<file path="src/rtl/mul_pkg.sv">
// Shared definitions for the Wallace-multiplier arbiter slice.
// Contents:
//   state_t             arbiter FSM states (IDLE, SETTLE, RESP)
//   MUL_WIDTH           default operand width
//   MUL_SETTLE_DEFAULT  default number of settle clocks for the tree
//   req_id_t            requester id (two requesters -> one bit)
package mul_pkg;

    localparam int MUL_WIDTH          = 32;
    localparam int MUL_SETTLE_DEFAULT = 4;

    typedef enum logic [1:0] {
        IDLE   = 2'd0,
        SETTLE = 2'd1,
        RESP   = 2'd2
    } state_t;

    typedef logic req_id_t;

endpackage

</file>
<file path="src/rtl/rr_arb2.sv">
// Two-input round-robin grant.
// Ports:
//   valid0, valid1  in   requester valids
//   last_grant      in   requester granted most recently
//   grant           out  requester that wins this cycle
// With no valid at all the grant is 0; callers qualify it with the valids.
module rr_arb2
    import mul_pkg::*;
(
    input  logic    valid0,
    input  logic    valid1,
    input  req_id_t last_grant,
    output req_id_t grant
);

    always_comb begin
        grant = 1'b0;
        if (valid0 && valid1) begin
            // Tie: the requester that was not served last goes first.
            grant = ~last_grant;
        end else if (valid1) begin
            grant = 1'b1;
        end
    end

endmodule

</file>
<file path="src/rtl/wallace_mul_arbiter.sv">
// Shares one external combinational Wallace-tree multiplier between two
// requesters. A round-robin winner's operands are registered onto the tree
// inputs, held for SETTLE_CYCLES clocks while the adder tree ripples, then
// the product is captured and returned tagged with the requester id.
// Ports:
//   clk, rst                  clock, synchronous active-high reset
//   reqN_valid/_a/_b/_ready   requester N operand channel (N = 0, 1)
//   mul_a, mul_b              registered operands driving the tree
//   mul_p                     tree product (combinational, external)
//   rsp_valid/_id/_p/_ready   result channel
//   busy                      high whenever the FSM is not IDLE
// Handshake: a transfer happens at a rising edge where valid and ready are
// both high; a source holds valid and its payload stable until that edge,
// and ready here never depends on anything but state, grant, valid and rst.
// SETTLE_CYCLES must lie in 1..15 (the counter is 4 bits).
module wallace_mul_arbiter
    import mul_pkg::*;
#(
    parameter int WIDTH         = MUL_WIDTH,
    parameter int SETTLE_CYCLES = MUL_SETTLE_DEFAULT
) (
    input  logic                 clk,
    input  logic                 rst,
    input  logic                 req0_valid,
    input  logic [WIDTH-1:0]     req0_a,
    input  logic [WIDTH-1:0]     req0_b,
    output logic                 req0_ready,
    input  logic                 req1_valid,
    input  logic [WIDTH-1:0]     req1_a,
    input  logic [WIDTH-1:0]     req1_b,
    output logic                 req1_ready,
    output logic [WIDTH-1:0]     mul_a,
    output logic [WIDTH-1:0]     mul_b,
    input  logic [2*WIDTH-1:0]   mul_p,
    output logic                 rsp_valid,
    output logic                 rsp_id,
    output logic [2*WIDTH-1:0]   rsp_p,
    input  logic                 rsp_ready,
    output logic                 busy
);

    state_t    state;
    state_t    state_nxt;
    req_id_t   last_grant;
    req_id_t   grant;
    logic [3:0] cnt;
    logic       accept;

    rr_arb2 u_arb (
        .valid0     (req0_valid),
        .valid1     (req1_valid),
        .last_grant (last_grant),
        .grant      (grant)
    );

    // State register.
    always_ff @(posedge clk) begin
        if (rst) begin
            state <= IDLE;
        end else begin
            state <= state_nxt;
        end
    end

    // Next-state logic.
    always_comb begin
        state_nxt = state;
        case (state)
            IDLE:    if (accept)                 state_nxt = SETTLE;
            SETTLE:  if (cnt == 4'd0)            state_nxt = RESP;
            RESP:    if (rsp_ready)              state_nxt = IDLE;
            default:                             state_nxt = IDLE;
        endcase
    end

    // Outputs decoded from state. rsp_valid is exactly "in RESP", so it is
    // cleared by reset and by the response handshake with the state itself.
    always_comb begin
        req0_ready = (state == IDLE) && (grant == 1'b0) && req0_valid && !rst;
        req1_ready = (state == IDLE) && (grant == 1'b1) && req1_valid && !rst;
        accept     = req0_ready || req1_ready;
        rsp_valid  = (state == RESP);
        busy       = (state != IDLE);
    end

    // Datapath: operand registers, settle counter and result capture.
    // Operands are only rewritten on an accept, so they stay frozen through
    // SETTLE and keep their last value afterwards.
    always_ff @(posedge clk) begin
        if (rst) begin
            last_grant <= 1'b1;
            cnt        <= 4'd0;
            mul_a      <= '0;
            mul_b      <= '0;
            rsp_id     <= 1'b0;
            rsp_p      <= '0;
        end else begin
            case (state)
                IDLE: begin
                    if (accept) begin
                        mul_a      <= grant ? req1_a : req0_a;
                        mul_b      <= grant ? req1_b : req0_b;
                        rsp_id     <= grant;
                        last_grant <= grant;
                        // Loading N-1 makes the capture land N edges after accept.
                        cnt        <= 4'(SETTLE_CYCLES - 1);
                    end
                end
                SETTLE: begin
                    if (cnt != 4'd0) begin
                        cnt <= cnt - 4'd1;
                    end else begin
                        rsp_p <= mul_p;
                    end
                end
                default: begin
                end
            endcase
        end
    end

endmodule

</file>
<file path="config.mk">
export PLATFORM = sky130hd
export DESIGN_NAME = wallace_mul_arbiter
export DESIGN_NICKNAME = d
export VERILOG_FILES = /design/src/rtl/mul_pkg.sv /design/src/rtl/rr_arb2.sv /design/src/rtl/wallace_mul_arbiter.sv
export SDC_FILE = /design/constraint.sdc
export NUM_CORES = 1
export LEC_CHECK = 0
export ABC_CLOCK_PERIOD_IN_PS = 5000
export CORE_ASPECT_RATIO = 0.5
export CORE_MARGIN = 2
export CORE_UTILIZATION = 30
export CTS_CLUSTER_SIZE = 24
export DETAILED_ROUTE_END_ITERATION = 6
export GPL_TIMING_DRIVEN = 0
export SETUP_SLACK_MARGIN = 0.2
export SLEW_MARGIN = 40
export SYNTH_ARGS = -nofsm -noshare
export SYNTH_HDL_FRONTEND = slang
export SYNTH_SLANG_ARGS = --single-unit
export TNS_END_PERCENT = 50
</file>
<file path="constraint.sdc">
create_clock -name clk -period 5 [get_ports clk]
set_input_delay 1.5 -clock clk [delete_from_list [all_inputs] [get_ports clk]]
set_output_delay 1.5 -clock clk [all_outputs]
set_load 0.01 [all_outputs]
</file>
======== Yosys cells after proc, flatten, opt, wreduce, memory -nomap -nowiden ========
Index checks and enable logic that the tools add are counted.
W data, S select, Z words.
word-level totals
  bits of input ports ..................... 197
  output and inout bits ................... 133
  bits in registers ....................... 136
  logic and storage cells ................. 46
cells by class
  equal/unequal tests ..................... 6
  add/subtract/negate cells ............... 1
  bitwise operators ....................... 3
  reductions and logical operators ........ 18
  muxes and demuxes ....................... 11
operator list
  operator               number
  $mux W32               2
  $mux W4                2
  $pmux W4 S2            1
  $logic_and A1 B1 Y1    7
  $mux W2                3
  $ne A2 B2 Y1 const B   3
  $pmux W2 S3            1
  $reduce_and A3 Y1      2
  $logic_not A4 Y1       1
  $reduce_and A2 Y1      2
  $reduce_bool A2 Y1     2
  $reduce_bool A4 Y1     1
  $sub A4 B1 Y4 const B  1
  $not A1 Y1             3
  $eq A2 B1 Y1 const B   1
  $eq A2 B2 Y1 const B   1
  $logic_not A2 Y1       1
  $mux W1                2
  $ne A2 B1 Y1 const B   1
  $logic_not A1 Y1       1
  $logic_or A1 B1 Y1     1

======== Depth between registers and ports, before layout ========
Gate-level depths: netlist of run 1.
  depth in word-level cells ............... 9
  mapped depth ............................ 7
  gate-level depth less buffers ........... 5

======== Modules after synthesis ========
A second synthesis of run 1 with hierarchy kept.
second synthesis, totals
  cells, all modules ...................... 640
  area, all modules ....................... 5854.4 um^2
by module, submodules not included
  module               instances  cells each  seq. area each (um^2)  area an instance (um^2)
  wallace_mul_arbiter  1          639         2722.6                 5843.1
  rr_arb2              1          1           0.0                    11.3

======== Worst setup path before layout of run 1 ========
Ideal clock, no wire load.
  kind .................................... input to output
  start point ............................. input req1_valid
  end point ............................... output req1_ready
  stages .................................. 4
  arrival ................................. 2.327 ns
  buffers on the path ..................... 2
  data required time ...................... 3.500 ns
  slack ................................... 1.173 ns
  cells stage by stage .................... a21bo_2 -> buf_4 -> clkbuf_1 -> nor3_1
on the way
  word-level cells in the longest chain between the ends .. 5
  elaborated cells between the ends (all ways) .. 6
  those cells by class .................... 2 x mux; 4 x reduce/logical
RTL lines
  item                                                   line                          source
  start, declared                                        wallace_mul_arbiter.sv:28     input logic req1_valid,
  $mux W1 / $logic_and A1 B1 Y1 (equally long branches)  rr_arb2.sv:21, rr_arb2.sv:18
  $mux W1                                                rr_arb2.sv:18                 if (valid0 && valid1) begin
  $logic_and A1 B1 Y1                                    wallace_mul_arbiter.sv:80     req1_ready = (state == IDLE) && (grant == 1'b1) && req1_valid && !rst;
  $logic_and A1 B1 Y1 (*) (2 in series)                  wallace_mul_arbiter.sv:80
  end, declared                                          wallace_mul_arbiter.sv:31     output logic req1_ready,
Mark *: on every way between the ends. The rest lies on a longest branch, timed or not.

======== Final worst setup path of run 1 ========
  start point ............................. input rst
  end point ............................... output req0_ready
on the way
  word-level cells in the longest chain between the ends .. 2
RTL lines
  item                 line                       source
  start, declared      wallace_mul_arbiter.sv:23  input logic rst,
  $logic_not A1 Y1     wallace_mul_arbiter.sv:79  req0_ready = (state == IDLE) && (grant == 1'b0) && req0_valid && !rst;
  $logic_and A1 B1 Y1  wallace_mul_arbiter.sv:79
  end, declared        wallace_mul_arbiter.sv:27  output logic req0_ready,
No other way between the ends.

==> summary.txt, run 1 <==
Power Density -> 325 mW/mm²
Synth area leaders -> dfxtp_1, a311oi_2, a21oi_1
Min Tclk post-route -> 4790 ps
Cell Area, Synth -> 0.00602 mm²
Uppermost layer routed -> met4
WL/cell -> 17.1 µm
Met3 wire length -> 1120 µm
Gate Count Post-Synth -> 704
Net Sw Frac -> 0.273
Ports -> 330
Final #Nets -> 1,250
Cts bufs inserted -> 17
Hold Path Class -> flop to flop
LEAKAGE -> 3.61 nW
Worst-Margin Slew -> 833 ps
Hold path depth -> 2
Internal -> 2.43 mW
Final Hold Vio Count -> 0
Crit path cell chain -> clkdlybuf4s50_1, nor3_4, buf_6, buf_4, and3_1, clkdlybuf4s50_1
Synth-to-layout area growth -> 70.9%
M1 WL -> 10,200 µm
Setup TNS -> 0 ps
Initial DRC Count -> 246
Largest net degree at the start of global routing -> 20
Hold endpoint -> rsp_p[38]$_SDFFE_PP0P_
Max Cap Viol -> 0
Post-synthesis simple-gate area fraction -> 0.154
Placed inst area -> 0.00965 mm²
First-pass GRT wire length -> 35,600 µm
Warnings from Yosys -> 0
Avg Inst Size Synth -> 8.55 µm²
FF-to-FF Start -> state[1]$_SDFFE_PP0P_
Arrival time at the worst endpoint -> 3290 ps
Total Routing Usage GR -> 0.209
Mux contribution to synthesized area -> 0
Vias in the first global route -> 6,547
Die H -> 104 µm
Crit-path slowest cell -> clkdlybuf4s50_1
Crit path launch type -> input port
Syn_nets -> 902
Clock Skew -> 7.07 ps
Port-buffer cells -> 329
Die Wd -> 204 µm
Sw Pwr -> 0.910 mW
H-tree levels -> 4
Post-route DRC -> 0
Unique cell type count in the Yosys netlist -> 33
Critical path's largest stage delay -> 540 ps
Main combinational cell family by area after synthesis -> compound AO/OA/AOI/OAI gates
Final setup viols -> 0
Combinational power share -> 0.234
Slew headroom -> 0.445
Top Family by Delay on Critical Path -> buffers and inverters
Crit path kind -> input port to output pin
Critical Path RT -> 3500 ps
DR vias/cell -> 4.97
Core Box Area -> 0.0195 mm²
Max Fclk -> 209 MHz
VDD IR max -> 0.205 mV
Pre-Repair DR Iteration Count -> 4
Clk root buf -> clkbuf_16
Synth Area in Compound Gates -> 0.324
Placer congestion estimate -> 0.801
Cts hold-fix bufs -> 0
Hpwl dp -> 17,100 µm
Reg power frac -> 0.365
Tcrit/Tclk final -> 0.959
Worst-Skew Late Latency -> 410 ps
Clock slew at reported path FFs -> 60 ps
Bufs on Longest Clock Path -> 2
Design area -> 0.0103 mm²
ANT nets after route -> 0
Detail Route met2 WL -> 11,200 µm
Vias -> 6,613
Depth of the most critical reg-to-reg path -> 5
Yosys top cell by area -> dfxtp_1
Synth top area share -> 0.452
Status -> finished, final reports clean
Die area -> 0.0213 mm²
RR Endpoint -> mul_a[27]$_SDFFE_PP0P_
CP dominant cell by count -> clkdlybuf4s50_1
HP Start -> rsp_p[38]$_SDFFE_PP0P_
R2r setup slk -> 3270 ps
Initial antenna violation count -> 0
Worst-path maximum fanout -> 10
Synth Area in Adders -> 0.00208
Buffers & Inverters on Critical Path -> 4
Register area share after synthesis -> 0.452
Max Slew Vio Count -> 0
Clock sinks -> 136
Final antenna diode count -> 0
Initial Util -> 0.308
CTS tree -> yes
Drt total wl -> 22,800 µm
Share of cells above drive strength 1 -> 0.118
RSZ-0062 raised after global routing -> yes
Critical path depth in cells -> 6
Endpoint class of the critical path -> output pin
Total congestion overflow -> 0
Clock Power Share -> 0.400
Synth Register Bits -> 136
Synth Area in XOR/XNOR -> 0
Std-Cell Rows -> 36
layout make-up:
cell class | count | area, µm²
flip-flops and latches | 136 | 2720
well taps | 266 | 333
plain buffers | 78 | 399
inverters | 6 | 22.5
clock inverters | 14 | 195
multi-input cells | 483 | 2890
clock buffers | 18 | 429
repair buffers | 330 | 3300
fillers | 1871 | 9260
worst max-delay path by stage:
stage	start	end	slack, ps
5_1_grt	rst	req0_ready	130
4_1_cts	rst	req0_ready	180
6_report	rst	req0_ready	210
3_5_place_dp	rst	req1_ready	-210
3_3_place_gp	rst	req1_ready	-230
2_1_floorplan	req1_valid	req1_ready	1170
power by group through the flow:
stage,Combinational [mW],Sequential [mW],Clock (mW)
after floorplan,0.320,1.28,0
after global routing,0.843,1.23,1.42
after global placement,0.776,1.24,0
after CTS,0.787,1.22,1.37
after detailed placement,0.782,1.24,0
final,0.783,1.22,1.34
synthesized netlist by cell type:
master and instances:
a211oi_2 1, buf_4 4, a21boi_1 1, dfxtp_1 136, a221o_1 2, or3b_1 1, clkbuf_1 39, and4bb_2 1
a21o_1 1, clkbuf_2 2, inv_1 6, a311oi_2 49, nor3_4 1, and3_1 1, nand4_1 1, nand4bb_1 1
a311oi_1 15, a31o_2 2, nand3_1 64, a22oi_1 2, nand2_1 131, nor2b_1 3, buf_1 4, nor3_1 2
and2_1 1, o21ai_0 64, buf_6 6, buf_2 24, nor2_1 3, ha_1 1, a21oi_1 132, or2_0 1
a21bo_2 2
per-layer routing:
layer	vias up	global-route usage
li1	3249	-
met1	3178	0.264
met2	166	0.359
met3	20	0.0435
met4	0	0.0616
met5	-	0
worst min-delay path, delay by kind of cell (launching register included):
kind	cells	cell delay, ps
AOI/OAI and AO/OA	2	120
DFF	1	300
stage by stage:
stage	utilization	total power, mW	worst slack [ps]	instances	hold slack (ps)
after detailed placement	0.493	2.02	-215	1299	466
after floorplan	-	1.60	1170	704	445
after global routing	0.526	3.49	130	1331	488
final	0.526	3.34	207	1331	473
after CTS	0.526	3.38	184	1331	474
after global placement	0.493	2.02	-230	1299	461
state kept, by name, summed over array words and instances, names as in the netlist:
signal / flops
cnt: 4
rsp_p: 64
state: 2
mul_a: 32
last_grant: 1
mul_b: 32
rsp_id: 1
cells in the final DEF (no fill, tap or decap), types with 17 or more instances in the layout:
cell | Yosys | routed
nand3_1 | 64 | 64
clkbuf_16 | 0 | 17
o21ai_0 | 64 | 64
clkbuf_1 | 39 | 37
dfxtp_1 | 136 | 136
buf_2 | 24 | 23
nand2_1 | 131 | 131
a21oi_1 | 132 | 132
a311oi_2 | 49 | 49
clkdlybuf4s50_1 | 0 | 327
logic make-up after synthesis:
logic type | after synthesis
flops | 136
fa+ha+maj | 1
buf+inv | 85
compound gates | 271
simple gates | 211
what timing repair did:
action | CTS | global route
setup buffers | 1 | 0
resized for setup | 6 | 2
setup endpoints to repair | 2 | 2
pin swaps | 1 | 0
No activity file was read; power rests on OpenSTA's default activity.
==> run 2: changes to the inputs <==
--- a/config.mk
+++ b/config.mk
@@ -5,13 +5,14 @@
 export SDC_FILE = /design/constraint.sdc
 export NUM_CORES = 1
 export LEC_CHECK = 0
-export ABC_CLOCK_PERIOD_IN_PS = 5000
+export ABC_CLOCK_PERIOD_IN_PS = 5300
 export CORE_ASPECT_RATIO = 0.5
 export CORE_MARGIN = 2
-export CORE_UTILIZATION = 30
+export CORE_UTILIZATION = 39
 export CTS_CLUSTER_SIZE = 24
 export DETAILED_ROUTE_END_ITERATION = 6
 export GPL_TIMING_DRIVEN = 0
+export PLACE_DENSITY_LB_ADDON = 0.3
 export SETUP_SLACK_MARGIN = 0.2
 export SLEW_MARGIN = 40
 export SYNTH_ARGS = -nofsm -noshare
==> constraint.sdc (replaced) <==
create_clock -name clk -period 5.3 [get_ports clk]
set_input_delay 1.59 -clock clk [delete_from_list [all_inputs] [get_ports clk]]
set_output_delay 1.59 -clock clk [all_outputs]
set_load 0.01 [all_outputs]
==> run 2 against run 1 <==
Effect of this change:
- final cell count down 4.7%
- via count up 1.8%
- critical path depth unchanged
- sequential power decreased by 6%
- utilization rose by 14 points
- combinational power shrank 6.3%
- highest routed layer unchanged
==> summary.txt, run 2 (synthesis gave the netlist of run 1 again) <==
Cts bufs inserted -> 17
Arrival time at the worst endpoint -> 3490 ps
Total Routing Usage GR -> 0.249
Clock Skew -> 10.4 ps
Drt total wl -> 21,400 µm
VDD IR max -> 0.234 mV
Hpwl dp -> 15,800 µm
Pre-Repair DR Iteration Count -> 5
Share of cells above drive strength 1 -> 0.119
Biggest registers after layout -> rsp_p (64), mul_a (32), mul_b (32)
Largest net degree at the start of global routing -> 20
Vias -> 6,730
WL/cell -> 16.9 µm
Tot Pwr -> 3.10 mW
Initial antenna violation count -> 0
Final #Nets -> 1,250
Clock slew at reported path FFs -> 60 ps
Endpoint class of the critical path -> output pin
Bufs on Longest Clock Path -> 2
Final setup viols -> 0
Most flop-heavy register -> rsp_p
Flip-flop count of the largest register after layout -> 64
Power Density -> 304 mW/mm²
Post-layout util -> 0.668
Crit path launch type -> input port
Final Hold Vio Count -> 0
Crit path kind -> input port to output pin
CTS tree -> yes
Worst-path maximum fanout -> 10
Max Cap Viol -> 0
Status -> finished, final reports clean
Total congestion overflow -> 0
Synth-to-layout area growth -> 69.2%
Hold Path Class -> flop to flop
Clk root buf -> clkbuf_16
Post-route DRC -> 0
RSZ-0062 raised after global routing -> yes
Most frequent cells in the layout -> clkdlybuf4s50_1, dfxtp_1, a21oi_1
H-tree levels -> 4
Final antenna diode count -> 0
Die area -> 0.0165 mm²
Ports -> 330
Clock sinks -> 136
Initial DRC Count -> 342
Worst-Margin Slew -> 774 ps
Max Slew Vio Count -> 0
Die H -> 91.9 µm
Initial Util -> 0.395
First-pass GRT wire length -> 33,400 µm
Tcrit/Tclk final -> 0.959
LEAKAGE -> 3.58 nW
ANT nets after route -> 0
Die Wd -> 180 µm
Critical Path RT -> 3710 ps
Port-buffer cells -> 329
Post-placement cell count -> 1,237
Std-Cell Rows -> 32
Placer congestion estimate -> 0.808
Max Fclk -> 197 MHz
DR vias/cell -> 5.30
Worst-Skew Late Latency -> 410 ps
Min Tclk post-route -> 5080 ps
Core Box Area -> 0.0153 mm²
Slew headroom -> 0.484
Vias in the first global route -> 6,643
Final std cells w/o fill -> 1,269
Most common cell after layout, fill and taps aside -> clkdlybuf4s50_1
[run 2: changes by cell type in the layout (fill, tap and decap cells not counted), moves of 2 or more]
cell             previous run  this run
clkinv_2                    2         0
clkdlybuf4s50_1           327       329
bufinv_16                   4         2
inv_8                       0         2
[run 2: path summary, 6_finish.rpt]
kind / from / end / slack, ps / cells after the start
setup / recovery: rst / req0_ready / 220 / 6
hold / removal: rsp_p[23]$_SDFFE_PP0P_ / rsp_p[23]$_SDFFE_PP0P_ / 480 / 2
setup reg to reg: state[1]$_SDFFE_PP0P_ / mul_a[21]$_SDFFE_PP0P_ / 3480 / 5
hold reg to reg: rsp_p[23]$_SDFFE_PP0P_ / rsp_p[23]$_SDFFE_PP0P_ / 480 / 2
[run 2: final cells by class]
class                      count  area [µm²]
fill                        1273        5070
timing repair buffer         330        3300
multi-input combinational    483        2890
sequential                   136        2720
clock buffer                  18         439
buffer                        78         394
tap                          204         255
clock inverter                14         165
inverter                       6        22.5
[run 2: timing repair]
| action | in CTS | in global routing |
|---|---|---|
| hold buffers | 0 | 0 |
| gates cloned | 0 | 0 |
| pin swaps | 1 | 1 |
| buffers inserted | 1 | 0 |
| endpoints found under the setup margin | 2 | 2 |
| gates resized for setup | 2 | 3 |
[run 2: power by group]
group	switching, mW	internal (mW)
logic	0.340	0.394
clock network	0.492	0.720
registers	0.0453	1.11
[run 2: worst max-delay path, stage by stage]
cell	delay, ps
clkdlybuf4s50_1	470
nor3_4	240
buf_6	210
clkbuf_4	230
and3_1	200
clkdlybuf4s50_1	540
[run 2: through the flow]
step	TNS (ps)	hold slack, ps	setup WS, ps	cell area, µm²
6_report	0	477	220	10200
5_1_grt	0	495	185	10200
3_3_place_gp	-151	457	-84.6	9570
2_1_floorplan	0	445	1290	6020
4_1_cts	0	476	120	10200
3_5_place_dp	-167	466	-116	9570
[run 2: layer usage]
| layer | global-route usage | wire length, µm | vias to the layer above | part of all wire |
|---|---|---|---|---|
| met5 | 0 | 0 | - | 0 |
| met4 | 0.107 | 714 | 0 | 0.033 |
| met3 | 0.0659 | 1290 | 53 | 0.060 |
| met2 | 0.433 | 10500 | 227 | 0.49 |
| met1 | 0.291 | 8840 | 3208 | 0.41 |
| li1 | - | - | 3242 | - |
==> run 3: changes to the inputs <==
--- a/config.mk
+++ b/config.mk
@@ -8,7 +8,8 @@
 export ABC_CLOCK_PERIOD_IN_PS = 5300
 export CORE_ASPECT_RATIO = 0.5
 export CORE_MARGIN = 2
-export CORE_UTILIZATION = 39
+export CORE_UTILIZATION = 40
+export CTS_BUF_LIST = sky130_fd_sc_hd__clkbuf_2 sky130_fd_sc_hd__clkbuf_4 sky130_fd_sc_hd__clkbuf_8
 export CTS_CLUSTER_SIZE = 24
 export DETAILED_ROUTE_END_ITERATION = 6
 export GPL_TIMING_DRIVEN = 0
==> run 3 against run 2 <==
Effect of this change:
- clock skew increased by 5.9 ps
- setup slack improved by 39 ps
- non-clock buffer count unchanged
- flip-flop and latch count unchanged
- hold slack got worse by 1.1 ps
- utilization increased by 1.7 points
- maximum frequency increased by 0.77%
- clock power decreased by 24%
- register-to-register slack improved by 90 ps
- critical endpoint unchanged
==> summary.txt, run 3 (synthesis gave the netlist of run 1 again) <==
Status -> finished, final reports clean
Depth of the most critical reg-to-reg path -> 5
Max Fclk -> 198 MHz
Critical Path RT -> 3710 ps
Flip-flop count of the largest register after layout -> 64
Placer congestion estimate -> 0.878
Clock sinks -> 136
Slew headroom -> 0.479
Die Wd -> 178 µm
Total congestion overflow -> 0
Hold Path Class -> flop to flop
Ports -> 330
Post-layout util -> 0.685
Vias in the first global route -> 6,632
Max Slew Vio Count -> 0
DR vias/cell -> 5.37
Register area -> 0.00272 mm²
Clock Power Share -> 0.328
Tot Pwr -> 2.80 mW
Cts bufs inserted -> 17
Net Sw Frac -> 0.292
ANT nets after route -> 0
Crit path launch type -> input port
CTS tree -> yes
Min Tclk post-route -> 5040 ps
Final setup viols -> 0
Max Cap Viol -> 0
Multi-input gate area -> 0.00289 mm²
H-tree levels -> 4
Most common cell after layout, fill and taps aside -> clkdlybuf4s50_1
Final antenna diode count -> 0
VDD IR max -> 0.179 mV
Sw Pwr -> 0.819 mW
Drt total wl -> 21,300 µm
Clock Skew -> 16.3 ps
Die H -> 90.8 µm
Hold path depth -> 2
Share of cells above drive strength 1 -> 0.119
Die area -> 0.0161 mm²
WL/cell -> 16.9 µm
Pre-Repair DR Iteration Count -> 5
LEAKAGE -> 3.51 nW
Clk root buf -> clkbuf_8
Endpoint class of the critical path -> output pin
Placed inst area -> 0.00956 mm²
Vias -> 6,782
Arrival time at the worst endpoint -> 3450 ps
Power Density -> 280 mW/mm²
Worst-path maximum fanout -> 10
Cts hold-fix bufs -> 0
Total Routing Usage GR -> 0.258
Worst-Skew Late Latency -> 430 ps
Tcrit/Tclk final -> 0.951
Std-Cell Rows -> 31
First-pass GRT wire length -> 33,500 µm
Initial DRC Count -> 337
Final #Nets -> 1,250
Post-route DRC -> 0
Setup TNS -> 0 ps
Core Box Area -> 0.0146 mm²
Bufs on Longest Clock Path -> 2
Internal -> 1.98 mW
Filler cell count -> 1,211
Crit path kind -> input port to output pin
Initial antenna violation count -> 0
Worst Hold Slack -> 476 ps
Worst-Margin Slew -> 782 ps
Most frequent cells in the layout -> clkdlybuf4s50_1, dfxtp_1, a21oi_1
Largest net degree at the start of global routing -> 20
Port-buffer cells -> 329
Reg power frac -> 0.411
RSZ-0062 raised after global routing -> yes
Design area -> 0.00999 mm²
Most flop-heavy register -> rsp_p
Biggest registers after layout -> rsp_p (64), mul_a (32), mul_b (32)
Initial Util -> 0.413
Final Hold Vio Count -> 0
Hpwl dp -> 15,800 µm
Clock slew at reported path FFs -> 80 ps
Synth-to-layout area growth -> 65.9%
Combinational power share -> 0.261
-- run 3: cell types whose count changed in the layout (fill, tap and decap cells not counted), moves of 2 or more --
cell / change
clkinvlp_4: -3
clkbuf_16: -17
clkbuf_8: +16
inv_8: -2
clkinv_2: +2
-- run 3: final cells by class --
type | instances | area share
Inverter | 6 | 0.00226
Timing Repair Buffer | 330 | 0.331
Sequential cell | 136 | 0.273
Buffer | 78 | 0.0388
Clock buffer | 19 | 0.0249
Tap cell | 198 | 0.0248
Clock inverter | 13 | 0.0169
Multi-Input combinational cell | 483 | 0.289
-- run 3: routing by layer --
metal / GRT usage / share of wire
met5: 0 / 0
met4: 0.0956 / 0.026
met3: 0.0665 / 0.068
met2: 0.453 / 0.50
met1: 0.303 / 0.41
-- run 3: worst max-delay path, stage by stage --
cell and delay, ps:
clkdlybuf4s50_1 480, nor3_4 210, buf_4 220, buf_2 250
and3_1 180, clkdlybuf4s50_1 530
-- run 3: final timing paths --
path,slack [ps],to,from
setup / recovery,260,req0_ready,rst
hold reg to reg,480,rsp_p[52]$_SDFFE_PP0P_,rsp_p[52]$_SDFFE_PP0P_
hold / removal,480,rsp_p[52]$_SDFFE_PP0P_,rsp_p[52]$_SDFFE_PP0P_
setup reg to reg,3570,mul_a[19]$_SDFFE_PP0P_,last_grant$_SDFFE_PP1P_
-- run 3: stage by stage --
stage	setup WS (ps)	std cells
floorplan	1290	704
global placement	-52.5	1231
detailed placement	-50.8	1231
CTS	152	1263
global route	183	1263
finish	259	1263
-- run 3: power by group through the flow --
stage	registers, mW	logic (mW)	clock network, mW
floorplan	1.20	0.302	0
global placement	1.17	0.717	0
detailed placement	1.17	0.730	0
CTS	1.15	0.734	0.934
global route	1.16	0.787	0.987
finish	1.15	0.732	0.918
-- run 3: repair_timing --
action,in CTS,in global routing
buffers inserted,1,0
cloned,0,0
pin swaps,1,0
endpoints found under the setup margin,2,2
gates resized for setup,1,2
